$ cat config.mk
export PLATFORM = sky130hd
export DESIGN_NAME = tx_trn_arbiter_flat
export DESIGN_NICKNAME = d
export VERILOG_FILES = /design/src/rtl/tx_trn_arbiter_pkg.sv /design/src/rtl/tx_trn_arbiter_if.sv /design/src/rtl/tx_trn_arbiter_mux.sv /design/src/rtl/tx_trn_arbiter.sv /design/src/flat_wrapper.sv
export SDC_FILE = /design/constraint.sdc
export NUM_CORES = 1
export LEC_CHECK = 0
export BUFFER_PORTS_ARGS = -buffer_cell sky130_fd_sc_hd__buf_2
export CAP_MARGIN = 5
export CELL_PAD_IN_SITES_DETAIL_PLACEMENT = 2
export CELL_PAD_IN_SITES_GLOBAL_PLACEMENT = 2
export CORE_AREA = 2 2 113 170
export CTS_CLUSTER_SIZE = 24
export DETAILED_ROUTE_END_ITERATION = 8
export DIE_AREA = 0 0 115 172
export PLACE_DENSITY_LB_ADDON = 0.2
export SETUP_SLACK_MARGIN = 0.2
export SYNTH_ARGS = -nofsm -noshare
export SYNTH_HDL_FRONTEND = slang
export SYNTH_HIERARCHICAL = 1
export SYNTH_SLANG_ARGS = --single-unit
$ cat constraint.sdc
create_clock -name trn_clk -period 3.4 [get_ports trn_clk]
set_input_delay 0.51 -clock trn_clk [delete_from_list [all_inputs] [get_ports trn_clk]]
set_output_delay 0.51 -clock trn_clk [all_outputs]
set_load 0.02 [all_outputs]
$ cat src/rtl/tx_trn_arbiter_pkg.sv
// ---------------------------------------------------------------------------
// tx_trn_arbiter_pkg
// Shared definitions for the TRN transmit arbiter:
//   - TRN data/remainder widths and the idle TRN bus values
//   - one-hot arbiter state encoding (ARB_OFFER / ARB_BUSY / ARB_GAP)
//   - next_enabled(): round-robin search for the next enabled requester
// No ports (package).
// ---------------------------------------------------------------------------
package tx_trn_arbiter_pkg;

    localparam int TD_W   = 64;
    localparam int TREM_W = 8;

    localparam logic [TD_W-1:0]   TRN_IDLE_TD     = '0;
    localparam logic [TREM_W-1:0] TRN_IDLE_TREM_N = 8'hFF;

    typedef enum logic [2:0] {
        ARB_OFFER = 3'b001,
        ARB_BUSY  = 3'b010,
        ARB_GAP   = 3'b100
    } arb_state_e;

    // First enabled index strictly after ptr, wrapping at num_req-1 -> 0.
    // If only ptr itself is enabled the search wraps back to ptr; if nothing
    // is enabled ptr is returned unchanged (caller checks |en separately).
    function automatic logic [2:0] next_enabled(input logic [2:0] ptr,
                                                input logic [7:0] en,
                                                input int         num_req);
        logic [2:0] result;
        logic       found;
        int         idx;
        result = ptr;
        found  = 1'b0;
        for (int k = 1; k <= 8; k++) begin
            if (!found && (k <= num_req)) begin
                idx = (int'(ptr) + k) % num_req;
                if (en[idx]) begin
                    result = 3'(idx);
                    found  = 1'b1;
                end
            end
        end
        return result;
    endfunction

endpackage

$ cat src/rtl/tx_trn_arbiter_if.sv
// ---------------------------------------------------------------------------
// tx_trn_arbiter_if
// Bundles the requester-side TRN signals and the core-side TRN outputs of the
// transmit arbiter.
//   slave  modport : the arbiter (consumes requester signals, drives core side)
//   master modport : the environment (requesters + core)
// Signals:
//   req_en, driving_interface, td_in, trem_n_in, tsof_n_in, teof_n_in,
//   tsrc_rdy_n_in        : from requesters (requester i in slice i)
//   my_turn              : one-hot offer to requesters
//   trn_td, trn_trem_n, trn_tsof_n, trn_teof_n, trn_tsrc_rdy_n : to core
//   owner_idx, protocol_err : status
// ---------------------------------------------------------------------------
interface tx_trn_arbiter_if
    import tx_trn_arbiter_pkg::*;
#(
    parameter int NUM_REQ = 3,
    parameter int IDX_W   = 2
);
    logic [NUM_REQ-1:0]        req_en;
    logic [NUM_REQ-1:0]        my_turn;
    logic [NUM_REQ-1:0]        driving_interface;
    logic [NUM_REQ*TD_W-1:0]   td_in;
    logic [NUM_REQ*TREM_W-1:0] trem_n_in;
    logic [NUM_REQ-1:0]        tsof_n_in;
    logic [NUM_REQ-1:0]        teof_n_in;
    logic [NUM_REQ-1:0]        tsrc_rdy_n_in;

    logic [TD_W-1:0]           trn_td;
    logic [TREM_W-1:0]         trn_trem_n;
    logic                      trn_tsof_n;
    logic                      trn_teof_n;
    logic                      trn_tsrc_rdy_n;
    logic [IDX_W-1:0]          owner_idx;
    logic                      protocol_err;

    modport slave (
        input  req_en, driving_interface, td_in, trem_n_in,
               tsof_n_in, teof_n_in, tsrc_rdy_n_in,
        output my_turn, trn_td, trn_trem_n, trn_tsof_n, trn_teof_n,
               trn_tsrc_rdy_n, owner_idx, protocol_err
    );

    modport master (
        output req_en, driving_interface, td_in, trem_n_in,
               tsof_n_in, teof_n_in, tsrc_rdy_n_in,
        input  my_turn, trn_td, trn_trem_n, trn_tsof_n, trn_teof_n,
               trn_tsrc_rdy_n, owner_idx, protocol_err
    );

endinterface

$ cat src/rtl/tx_trn_arbiter_mux.sv
// ---------------------------------------------------------------------------
// tx_trn_mux
// NUM_REQ-way combinational select of TRN td/trem_n/sof_n/eof_n/src_rdy_n.
// Ports:
//   td_i, trem_n_i, tsof_n_i, teof_n_i, tsrc_rdy_n_i : packed per-requester
//   sel_i   : requester index to forward
//   valid_i : forward only when 1, otherwise drive the idle TRN value
//   *_o     : selected TRN signals
// Built as AND-OR for active-high data and OR-AND for the active-low
// framing, so an unselected or invalid slice can never leak through and the
// no-hit result is exactly the idle value.
// ---------------------------------------------------------------------------
module tx_trn_mux
    import tx_trn_arbiter_pkg::*;
#(
    parameter int NUM_REQ = 3,
    parameter int IDX_W   = 2
) (
    input  logic [NUM_REQ*TD_W-1:0]   td_i,
    input  logic [NUM_REQ*TREM_W-1:0] trem_n_i,
    input  logic [NUM_REQ-1:0]        tsof_n_i,
    input  logic [NUM_REQ-1:0]        teof_n_i,
    input  logic [NUM_REQ-1:0]        tsrc_rdy_n_i,
    input  logic [IDX_W-1:0]          sel_i,
    input  logic                      valid_i,
    output logic [TD_W-1:0]           td_o,
    output logic [TREM_W-1:0]         trem_n_o,
    output logic                      tsof_n_o,
    output logic                      teof_n_o,
    output logic                      tsrc_rdy_n_o
);

    logic [NUM_REQ-1:0] hit;

    generate
        for (genvar gi = 0; gi < NUM_REQ; gi++) begin : g_hit
            assign hit[gi] = valid_i && (sel_i == IDX_W'(gi));
        end
    endgenerate

    always_comb begin
        td_o         = TRN_IDLE_TD;
        trem_n_o     = TRN_IDLE_TREM_N;
        tsof_n_o     = 1'b1;
        teof_n_o     = 1'b1;
        tsrc_rdy_n_o = 1'b1;
        for (int i = 0; i < NUM_REQ; i++) begin
            td_o         = td_o     | (td_i[i*TD_W +: TD_W]         &  {TD_W{hit[i]}});
            trem_n_o     = trem_n_o & (trem_n_i[i*TREM_W +: TREM_W] | ~{TREM_W{hit[i]}});
            tsof_n_o     = tsof_n_o     & (tsof_n_i[i]     | ~hit[i]);
            teof_n_o     = teof_n_o     & (teof_n_i[i]     | ~hit[i]);
            tsrc_rdy_n_o = tsrc_rdy_n_o & (tsrc_rdy_n_i[i] | ~hit[i]);
        end
    end

endmodule

$ cat src/rtl/tx_trn_arbiter.sv
// ---------------------------------------------------------------------------
// tx_trn_arbiter
// Round-robin owner of the PCIe TRN transmit interface. Offers my_turn to one
// enabled requester at a time for OFFER_CYCLES, holds ownership while that
// requester raises driving_interface, and muxes its TRN signals to the core.
// Ports:
//   trn_clk : TRN clock
//   reset_n : asynchronous active-low reset
//   bus     : tx_trn_arbiter_if.slave (requester inputs, core outputs,
//             my_turn, owner_idx, protocol_err)
// ---------------------------------------------------------------------------
module tx_trn_arbiter
    import tx_trn_arbiter_pkg::*;
#(
    parameter int NUM_REQ      = 3,
    parameter int IDX_W        = $clog2(NUM_REQ),
    parameter int OFFER_CYCLES = 4,
    parameter int MAX_BUSY     = 512
) (
    input  logic           trn_clk,
    input  logic           reset_n,
    tx_trn_arbiter_if.slave bus
);

    localparam int CNT_W  = $clog2(OFFER_CYCLES);
    localparam int BUSY_W = $clog2(MAX_BUSY + 1);

    arb_state_e          state_q, state_d;
    logic [IDX_W-1:0]    ptr_q, ptr_d;
    logic [CNT_W-1:0]    cnt_q, cnt_d;
    logic [BUSY_W-1:0]   busy_cnt_q, busy_cnt_d;
    logic                err_q, err_d;

    logic [NUM_REQ-1:0]  own_mask;
    logic                own_drive;
    logic                other_drive;

    assign own_mask    = NUM_REQ'(1) << ptr_q;
    assign own_drive   = |(bus.driving_interface & own_mask);
    assign other_drive = |(bus.driving_interface & ~own_mask);

    always_ff @(posedge trn_clk or negedge reset_n) begin
        if (!reset_n) begin
            state_q    <= ARB_GAP;
            ptr_q      <= '0;
            cnt_q      <= '0;
            busy_cnt_q <= '0;
            err_q      <= 1'b0;
        end else begin
            state_q    <= state_d;
            ptr_q      <= ptr_d;
            cnt_q      <= cnt_d;
            busy_cnt_q <= busy_cnt_d;
            err_q      <= err_d;
        end
    end

    always_comb begin
        state_d    = state_q;
        ptr_d      = ptr_q;
        cnt_d      = cnt_q;
        busy_cnt_d = busy_cnt_q;
        err_d      = err_q;

        // A non-owner driving is an error in every state; it is never muxed.
        if (other_drive) begin
            err_d = 1'b1;
        end

        unique case (state_q)
            ARB_OFFER: begin
                cnt_d = cnt_q + CNT_W'(1);
                if (own_drive) begin
                    state_d    = ARB_BUSY;
                    busy_cnt_d = '0;
                end else if (cnt_q == CNT_W'(OFFER_CYCLES - 1)) begin
                    state_d = ARB_GAP;
                end
            end
            ARB_BUSY: begin
                if (!own_drive) begin
                    state_d = ARB_GAP;
                end else if (busy_cnt_q == BUSY_W'(MAX_BUSY)) begin
                    // Flag the overrun but keep the owner: cutting the bus
                    // mid-TLP would corrupt the frame at the core.
                    err_d = 1'b1;
                end else begin
                    busy_cnt_d = busy_cnt_q + BUSY_W'(1);
                end
            end
            ARB_GAP: begin
                // Requester registered its grab off the last offer cycle.
                if (own_drive) begin
                    state_d    = ARB_BUSY;
                    busy_cnt_d = '0;
                end else if (|bus.req_en) begin
                    ptr_d   = IDX_W'(next_enabled(3'(ptr_q), 8'(bus.req_en), NUM_REQ));
                    cnt_d   = '0;
                    state_d = ARB_OFFER;
                end
            end
            default: begin
                state_d = ARB_GAP;
            end
        endcase
    end

    assign bus.my_turn      = (state_q == ARB_OFFER) ? own_mask : '0;
    assign bus.owner_idx    = ptr_q;
    assign bus.protocol_err = err_q;

    // Gating with reset_n forces the core side idle the instant reset
    // asserts, even if a requester is still holding driving_interface.
    tx_trn_mux #(
        .NUM_REQ (NUM_REQ),
        .IDX_W   (IDX_W)
    ) u_mux (
        .td_i         (bus.td_in),
        .trem_n_i     (bus.trem_n_in),
        .tsof_n_i     (bus.tsof_n_in),
        .teof_n_i     (bus.teof_n_in),
        .tsrc_rdy_n_i (bus.tsrc_rdy_n_in),
        .sel_i        (ptr_q),
        .valid_i      (own_drive & reset_n),
        .td_o         (bus.trn_td),
        .trem_n_o     (bus.trn_trem_n),
        .tsof_n_o     (bus.trn_tsof_n),
        .teof_n_o     (bus.trn_teof_n),
        .tsrc_rdy_n_o (bus.trn_tsrc_rdy_n)
    );

endmodule

$ cat src/flat_wrapper.sv
// flat-port wrapper written by rule: the top's interface ports become plain ports
module tx_trn_arbiter_flat import tx_trn_arbiter_pkg::*;
#(
    parameter int NUM_REQ      = 3,
    parameter int IDX_W        = $clog2(NUM_REQ),
    parameter int OFFER_CYCLES = 4,
    parameter int MAX_BUSY     = 512
)
  (trn_clk, reset_n, bus_req_en, bus_driving_interface, bus_td_in, bus_trem_n_in, bus_tsof_n_in, bus_teof_n_in, bus_tsrc_rdy_n_in, bus_my_turn, bus_trn_td, bus_trn_trem_n, bus_trn_tsof_n, bus_trn_teof_n, bus_trn_tsrc_rdy_n, bus_owner_idx, bus_protocol_err);
  tx_trn_arbiter_if #(.NUM_REQ(NUM_REQ), .IDX_W(IDX_W)) bus_i ();
  input  logic trn_clk;
  input  logic reset_n;
  input wire logic [$bits(bus_i.req_en)-1:0] bus_req_en;
  input wire logic [$bits(bus_i.driving_interface)-1:0] bus_driving_interface;
  input wire logic [$bits(bus_i.td_in)-1:0] bus_td_in;
  input wire logic [$bits(bus_i.trem_n_in)-1:0] bus_trem_n_in;
  input wire logic [$bits(bus_i.tsof_n_in)-1:0] bus_tsof_n_in;
  input wire logic [$bits(bus_i.teof_n_in)-1:0] bus_teof_n_in;
  input wire logic [$bits(bus_i.tsrc_rdy_n_in)-1:0] bus_tsrc_rdy_n_in;
  output wire logic [$bits(bus_i.my_turn)-1:0] bus_my_turn;
  output wire logic [$bits(bus_i.trn_td)-1:0] bus_trn_td;
  output wire logic [$bits(bus_i.trn_trem_n)-1:0] bus_trn_trem_n;
  output wire logic [$bits(bus_i.trn_tsof_n)-1:0] bus_trn_tsof_n;
  output wire logic [$bits(bus_i.trn_teof_n)-1:0] bus_trn_teof_n;
  output wire logic [$bits(bus_i.trn_tsrc_rdy_n)-1:0] bus_trn_tsrc_rdy_n;
  output wire logic [$bits(bus_i.owner_idx)-1:0] bus_owner_idx;
  output wire logic [$bits(bus_i.protocol_err)-1:0] bus_protocol_err;
  assign bus_i.req_en = bus_req_en;
  assign bus_i.driving_interface = bus_driving_interface;
  assign bus_i.td_in = bus_td_in;
  assign bus_i.trem_n_in = bus_trem_n_in;
  assign bus_i.tsof_n_in = bus_tsof_n_in;
  assign bus_i.teof_n_in = bus_teof_n_in;
  assign bus_i.tsrc_rdy_n_in = bus_tsrc_rdy_n_in;
  assign bus_my_turn = bus_i.my_turn;
  assign bus_trn_td = bus_i.trn_td;
  assign bus_trn_trem_n = bus_i.trn_trem_n;
  assign bus_trn_tsof_n = bus_i.trn_tsof_n;
  assign bus_trn_teof_n = bus_i.trn_teof_n;
  assign bus_trn_tsrc_rdy_n = bus_i.trn_tsrc_rdy_n;
  assign bus_owner_idx = bus_i.owner_idx;
  assign bus_protocol_err = bus_i.protocol_err;
  tx_trn_arbiter #(.NUM_REQ(NUM_REQ), .IDX_W(IDX_W), .OFFER_CYCLES(OFFER_CYCLES), .MAX_BUSY(MAX_BUSY)) u_core (.trn_clk(trn_clk), .reset_n(reset_n), .bus(bus_i));
endmodule
# == Word level (Yosys, flattened, before mapping) ==
# Cells that the tools add are included.
# word_totals
ff_bits,18
inputBits,233
output_inout_bits,81
# op_classes
add_sub_neg,5
div_mod_pow,3
magnitude_cmp,3
eq_ne,15
shifts,1
muxes,41
bitwise,36
n_reduce_logical,14
# ops
cell,n
AND 64 bit,3
OR 64 bit,2
less-than comparator 32 x 5 -> 1 bit (second input constant),3
modulo 32 x 3 -> 32 bit (second input constant),3
2-to-1 mux 10 bit,3
inverter 8 bit,3
OR 8 bit,3
one-hot mux 10 bit (2 select lines),1
2-to-1 mux 1 bit,19
2-to-1 mux 3 bit,6
AND 8 bit,2
2-to-1 mux 2 bit,7
adder 10 x 1 -> 10 bit (second input constant),1
== test 10 bit (second input constant),1
binary-select mux 1 bit (select 3 bit),3
OR 1 bit,9
one-hot mux 3 bit (3 select lines),1
AND reduction 3 bit,3
OR reduction 3 bit,3
AND 1 bit,7
adder 2 x 2 -> 3 bit (second input constant),2
AND 3 bit,2
inequality test 2 x 1 -> 1 bit (second input constant),3
inequality test 2 bit (second input constant),3
17 further kinds,25

# == Depth between registers and ports, before layout ==
# logic_depth
word_depth,14
ltp_mapped,8
depth_no_buf,7

# == Cells and area by module ==
# Netlist, hierarchy kept.
# by_module_without_submodules
mod,instances,cells_per_inst,area_per_inst_um2,seq_area_each_um2
tx_trn_mux,1,262,1905.6,0.0
tx_trn_arbiter,1,150,1356.3,451.7

# == Worst setup path after synthesis ==
# No wires, ideal clock.
# synth_path
kind,register to output
from,"register u_core.ptr_q[1], in the netlist u_core/bus.owner_idx[1]"
to,output bus_trn_teof_n
t_arrival_ns,2.818
path_slack_ns,0.072
stages_incl_launch_ff,8
n_path_buf,2
path_cell_list,dfrtp_1 > inv_1 > ha_1 > a222oi_1 > and2b_2 > buf_4 > clkbuf_1 > a32oi_1
# synth_between
elab_chain_len,9
# synth_rtl
element,line_no,rtl
"start, declared",tx_trn_arbiter.sv:29,"logic [IDX_W-1:0] ptr_q, ptr_d;"
"start signal, assigned",tx_trn_arbiter.sv:51,ptr_q <= ptr_d;
<< shifter 1 x 2 -> 3 bit,tx_trn_arbiter.sv:38,assign own_mask = NUM_REQ'(1) << ptr_q;
AND 3 bit,tx_trn_arbiter.sv:39,assign own_drive = |(bus.driving_interface & own_mask);
OR reduction 3 bit,tx_trn_arbiter.sv:39,
AND 1 bit,tx_trn_arbiter.sv:124,".valid_i (own_drive & reset_n),"
logical AND 1 bit,tx_trn_arbiter_mux.sv:37,assign hit[gi] = valid_i && (sel_i == IDX_W'(gi));
inverter 1 bit,tx_trn_arbiter_mux.sv:51,teof_n_o = teof_n_o & (teof_n_i[i] | ~hit[i]);
OR 1 bit,tx_trn_arbiter_mux.sv:51,
AND 1 bit,tx_trn_arbiter_mux.sv:51,
AND 1 bit *,tx_trn_arbiter_mux.sv:51,
"end, declared",flat_wrapper.sv:24,output wire logic [$bits(bus_i.trn_teof_n)-1:0] bus_trn_teof_n;
# Every way passes the cells marked *; elsewhere a longest branch is shown, timed or not.

# == Worst setup path in the final report ==
# layout_path
from,"register u_core.ptr_q[0], in the netlist u_core/bus.owner_idx[0]"
to,output bus_trn_td[27]
# layout_between
elab_chain_len,8
# layout_rtl
element,line_no,rtl
<< shifter 1 x 2 -> 3 bit,tx_trn_arbiter.sv:38,
AND 3 bit,tx_trn_arbiter.sv:39,
OR reduction 3 bit,tx_trn_arbiter.sv:39,
AND 1 bit,tx_trn_arbiter.sv:124,
logical AND 1 bit,tx_trn_arbiter_mux.sv:37,
AND 64 bit,tx_trn_arbiter_mux.sv:48,td_o = td_o | (td_i[i*TD_W +: TD_W] & {TD_W{hit[i]}});
OR 64 bit,tx_trn_arbiter_mux.sv:48,
OR 64 bit *,tx_trn_arbiter_mux.sv:48,
"end, declared",flat_wrapper.sv:21,output wire logic [$bits(bus_i.trn_td)-1:0] bus_trn_td;
# Marked as above.

==> flow_metrics.tcl <==
set metrics [dict create \
    cts_root_buffer "clkbuf_16" \
    gp_congestion 0.794 \
    grt_max_degree 50 \
    cp_max_fo 36 \
    slew_headroom_pct 53.6 \
    synth_nets 656 \
    hold_path_class "primary input to async pin" \
    syn_area_um2 3260 \
    synthSimpleGateAreaFrac_pct 18.6 \
    cts_sinks 18 \
    synth_seq_cells 18 \
    design_area_um2 5140 \
    required_ps 2890 \
    die_area_um2 19800 \
    ys_seq_area_share_pct 13.8 \
    grtUsageTotal_pct 18.5 \
    start_kind "flop" \
    setup_violations 0 \
    grt_pass1_vias 4751 \
    ff2ff_setup_slack_ps 680 \
    num_io_pins 314 \
    worstMarginPinSlew_ps 690 \
    total_power_mw 3.03 \
    placed_cell_area_um2 4990 \
    drtIter0Drc 117 \
    drc 0 \
    nets 954 \
    synthXorXnorAreaFrac_pct 1.88 \
    rsz0062_at_grt "no" \
    dpl.hpwl_um 16900 \
    hold_viol_final 0 \
    finClkSkew_ps 1.16 \
    post_synth_fa_ha_maj_area_fraction_pct 4.22 \
    synth-compound-area-share_pct 26.0 \
    die_y_um 172 \
    via_per_inst 4.82 \
    synth_cell_types 52 \
    start_util_pct 17.8 \
    core_um2 18300 \
    wirelength_um 20100 \
    fmax_ghz 0.336 \
    area_delta_synth_final_pct 57.5 \
    io_buffers 313 \
    clockBufferDepth 2 \
    chipWidth_um 115 \
    period_share_pct 87.7 \
    reg2reg_from "u_core/bus.owner_idx[0]" \
    synth_cells 412 \
    grt-ovfl-total 0 \
    power.density_nw_per_um2 590 \
    max_cap_violations 0 \
    ant_nets 0 \
    antenna_found_initial 9 \
    placementRows 61 \
    clk_pin_slew_ps 60 \
    synth_mux_area_share_pct 23.6 \
    postCtsHoldBufs 0 \
    avgSynthCellArea_um2 7.92 \
    arrival_ps 2470 \
    critPathCaptureType "output pin" \
    slew_viol_final 0 \
    layout-drive-gt1-share_pct 53.0 \
    synth_top_family_by_area "compound AO/OA/AOI/OAI gates" \
    period_minus_slack_ps 2980 \
    vias 4488 \
    clock_latency_ps 250 \
    peakVddDrop_mv 0.308 \
    synth_edf_count 0 \
    cts_htree_levels 1 \
    r2r-end "u_core/bus.owner_idx[0]" \
    grt_pass1_wl_um 27800 \
    cts_tree "done" \
    cts_buffers 3 \
    path_class "flop to output pin" \
    async_flop_share_pct 100 \
    synth-main-ff-cell "dfrtp_1" \
    ys.warnings.count 6 \
    p_leak_nw 2.82 \
    r2r_cells 7 \
    setup_tns_ps 0 \
    status "finished, final reports clean" \
    avgRoutedWirePerCell_um 21.5 \
    first_pass_iters 4 \
]
## power by group
group          internal, mW  switching [mW]  total [mW]
clock network         0.180          0.0925       0.272
registers             0.266          0.0508       0.317
logic                 0.949            1.49        2.44
## Yosys cell counts, drive strengths merged, types with 7 or more instances
library cell  instances  area (µm²)
a21oi                10        53.8
a32oi                11        96.3
buf                  31         299
dfrtp                17         425
ha                   11         138
inv                  18        67.6
mux2i                77         771
nand2                74         278
nand3                10        55.1
nor2                 17        66.3
o21ai                 7        35.0
o22ai                65         482
xor2                  7        61.3
## worst max path at each step
stage / start / endpoint / slack, ps / depth (start not counted)
after floorplan: u_core/bus.owner_idx[1] / bus_trn_tsrc_rdy_n / 240 / 7
after global placement: u_core/bus.owner_idx[1] / bus_trn_td[60] / 440 / 8
after detailed placement: u_core/bus.owner_idx[1] / bus_trn_td[60] / 410 / 8
after CTS: u_core/bus.owner_idx[1] / bus_trn_td[27] / 200 / 9
after global routing: u_core/bus.owner_idx[0] / bus_trn_td[30] / 250 / 9
final: u_core/bus.owner_idx[0] / bus_trn_td[27] / 420 / 9
## what timing repair did
item / CTS / global route
pin swaps: 0 / 0
endpoints found under the setup margin: 65 / 75
gates resized for setup: 2 / 3
buffers inserted: 0 / 5
## stage by stage
stage / util, % / hold WS, ps / setup slack (ps) / std cells
floorplan: - / 214 / 244 / 412
global route: 28.1 / 289 / 247 / 932
global placement: 27.2 / 472 / 444 / 920
CTS: 27.8 / 289 / 204 / 924
finish: 28.1 / 269 / 420 / 932
detailed placement: 27.2 / 483 / 405 / 920
## registers in the layout (all words and copies together) (netlist names)
name / count
u_core/state_q: 3
u_core/busy_cnt_q: 10
u_core/bus.protocol_err: 1
u_core/cnt_q: 2
u_core/bus.owner_idx: 2
## layer usage
metal  track usage, %  wire, µm  vias up
met5                0        77        -
met4             5.29       444       12
met3             4.91      1610       35
met2             37.4     11100      181
met1             18.0      6780     2149
li1                 -         -     2111
## placed cells by master, fill, tap and decap left out, types with 4 or more instances in the layout
cell,Yosys,final
nor2_1,16,16
buf_4,5,11
xor2_1,7,7
nand3_1,9,9
nor2b_1,4,4
o211ai_1,4,4
o21ai_0,6,6
nand2_1,74,74
a32oi_2,0,10
o22ai_2,12,12
dfrtp_1,17,15
a21oi_1,9,9
inv_1,18,18
nor3_1,5,5
buf_2,16,313
mux2i_1,77,77
ha_1,11,9
o22ai_1,53,53
## kinds of logic (layout without fill, tap and decap cells)
logic type                 count (synthesis)  count (layout)
other                                      0               3
AOI/OAI and AO/OA                        113             113
DFF                                       18              18
and+or+nand+nor                          132             132
adders and majority gates                 11              11
xor gates and xnor gates                   7               7
buffers and inverters                     54             351
muxes                                     77              77
## final cells by class
cell class / count / area (µm²)
Tap cell: 220 / 275
Fill cell: 2208 / 13200
Antenna cell: 3 / 7.51
Clock buffer: 4 / 88.8
Multi-Input combinational cell: 340 / 2510
Inverter: 18 / 67.6
Timing Repair Buffer: 329 / 1730
Sequential cell: 18 / 457
## worst max-delay path, cell delays in order (launching register included)
cell and delay [ps]:
dfrtp_4 480, inv_1 170, ha_2 270, a222oi_1 90, and2b_4 350, buf_12 230, buf_6 200, nand2_1 70
o22ai_1 140, buf_2 200
Power figures use the tool's default switching activity.
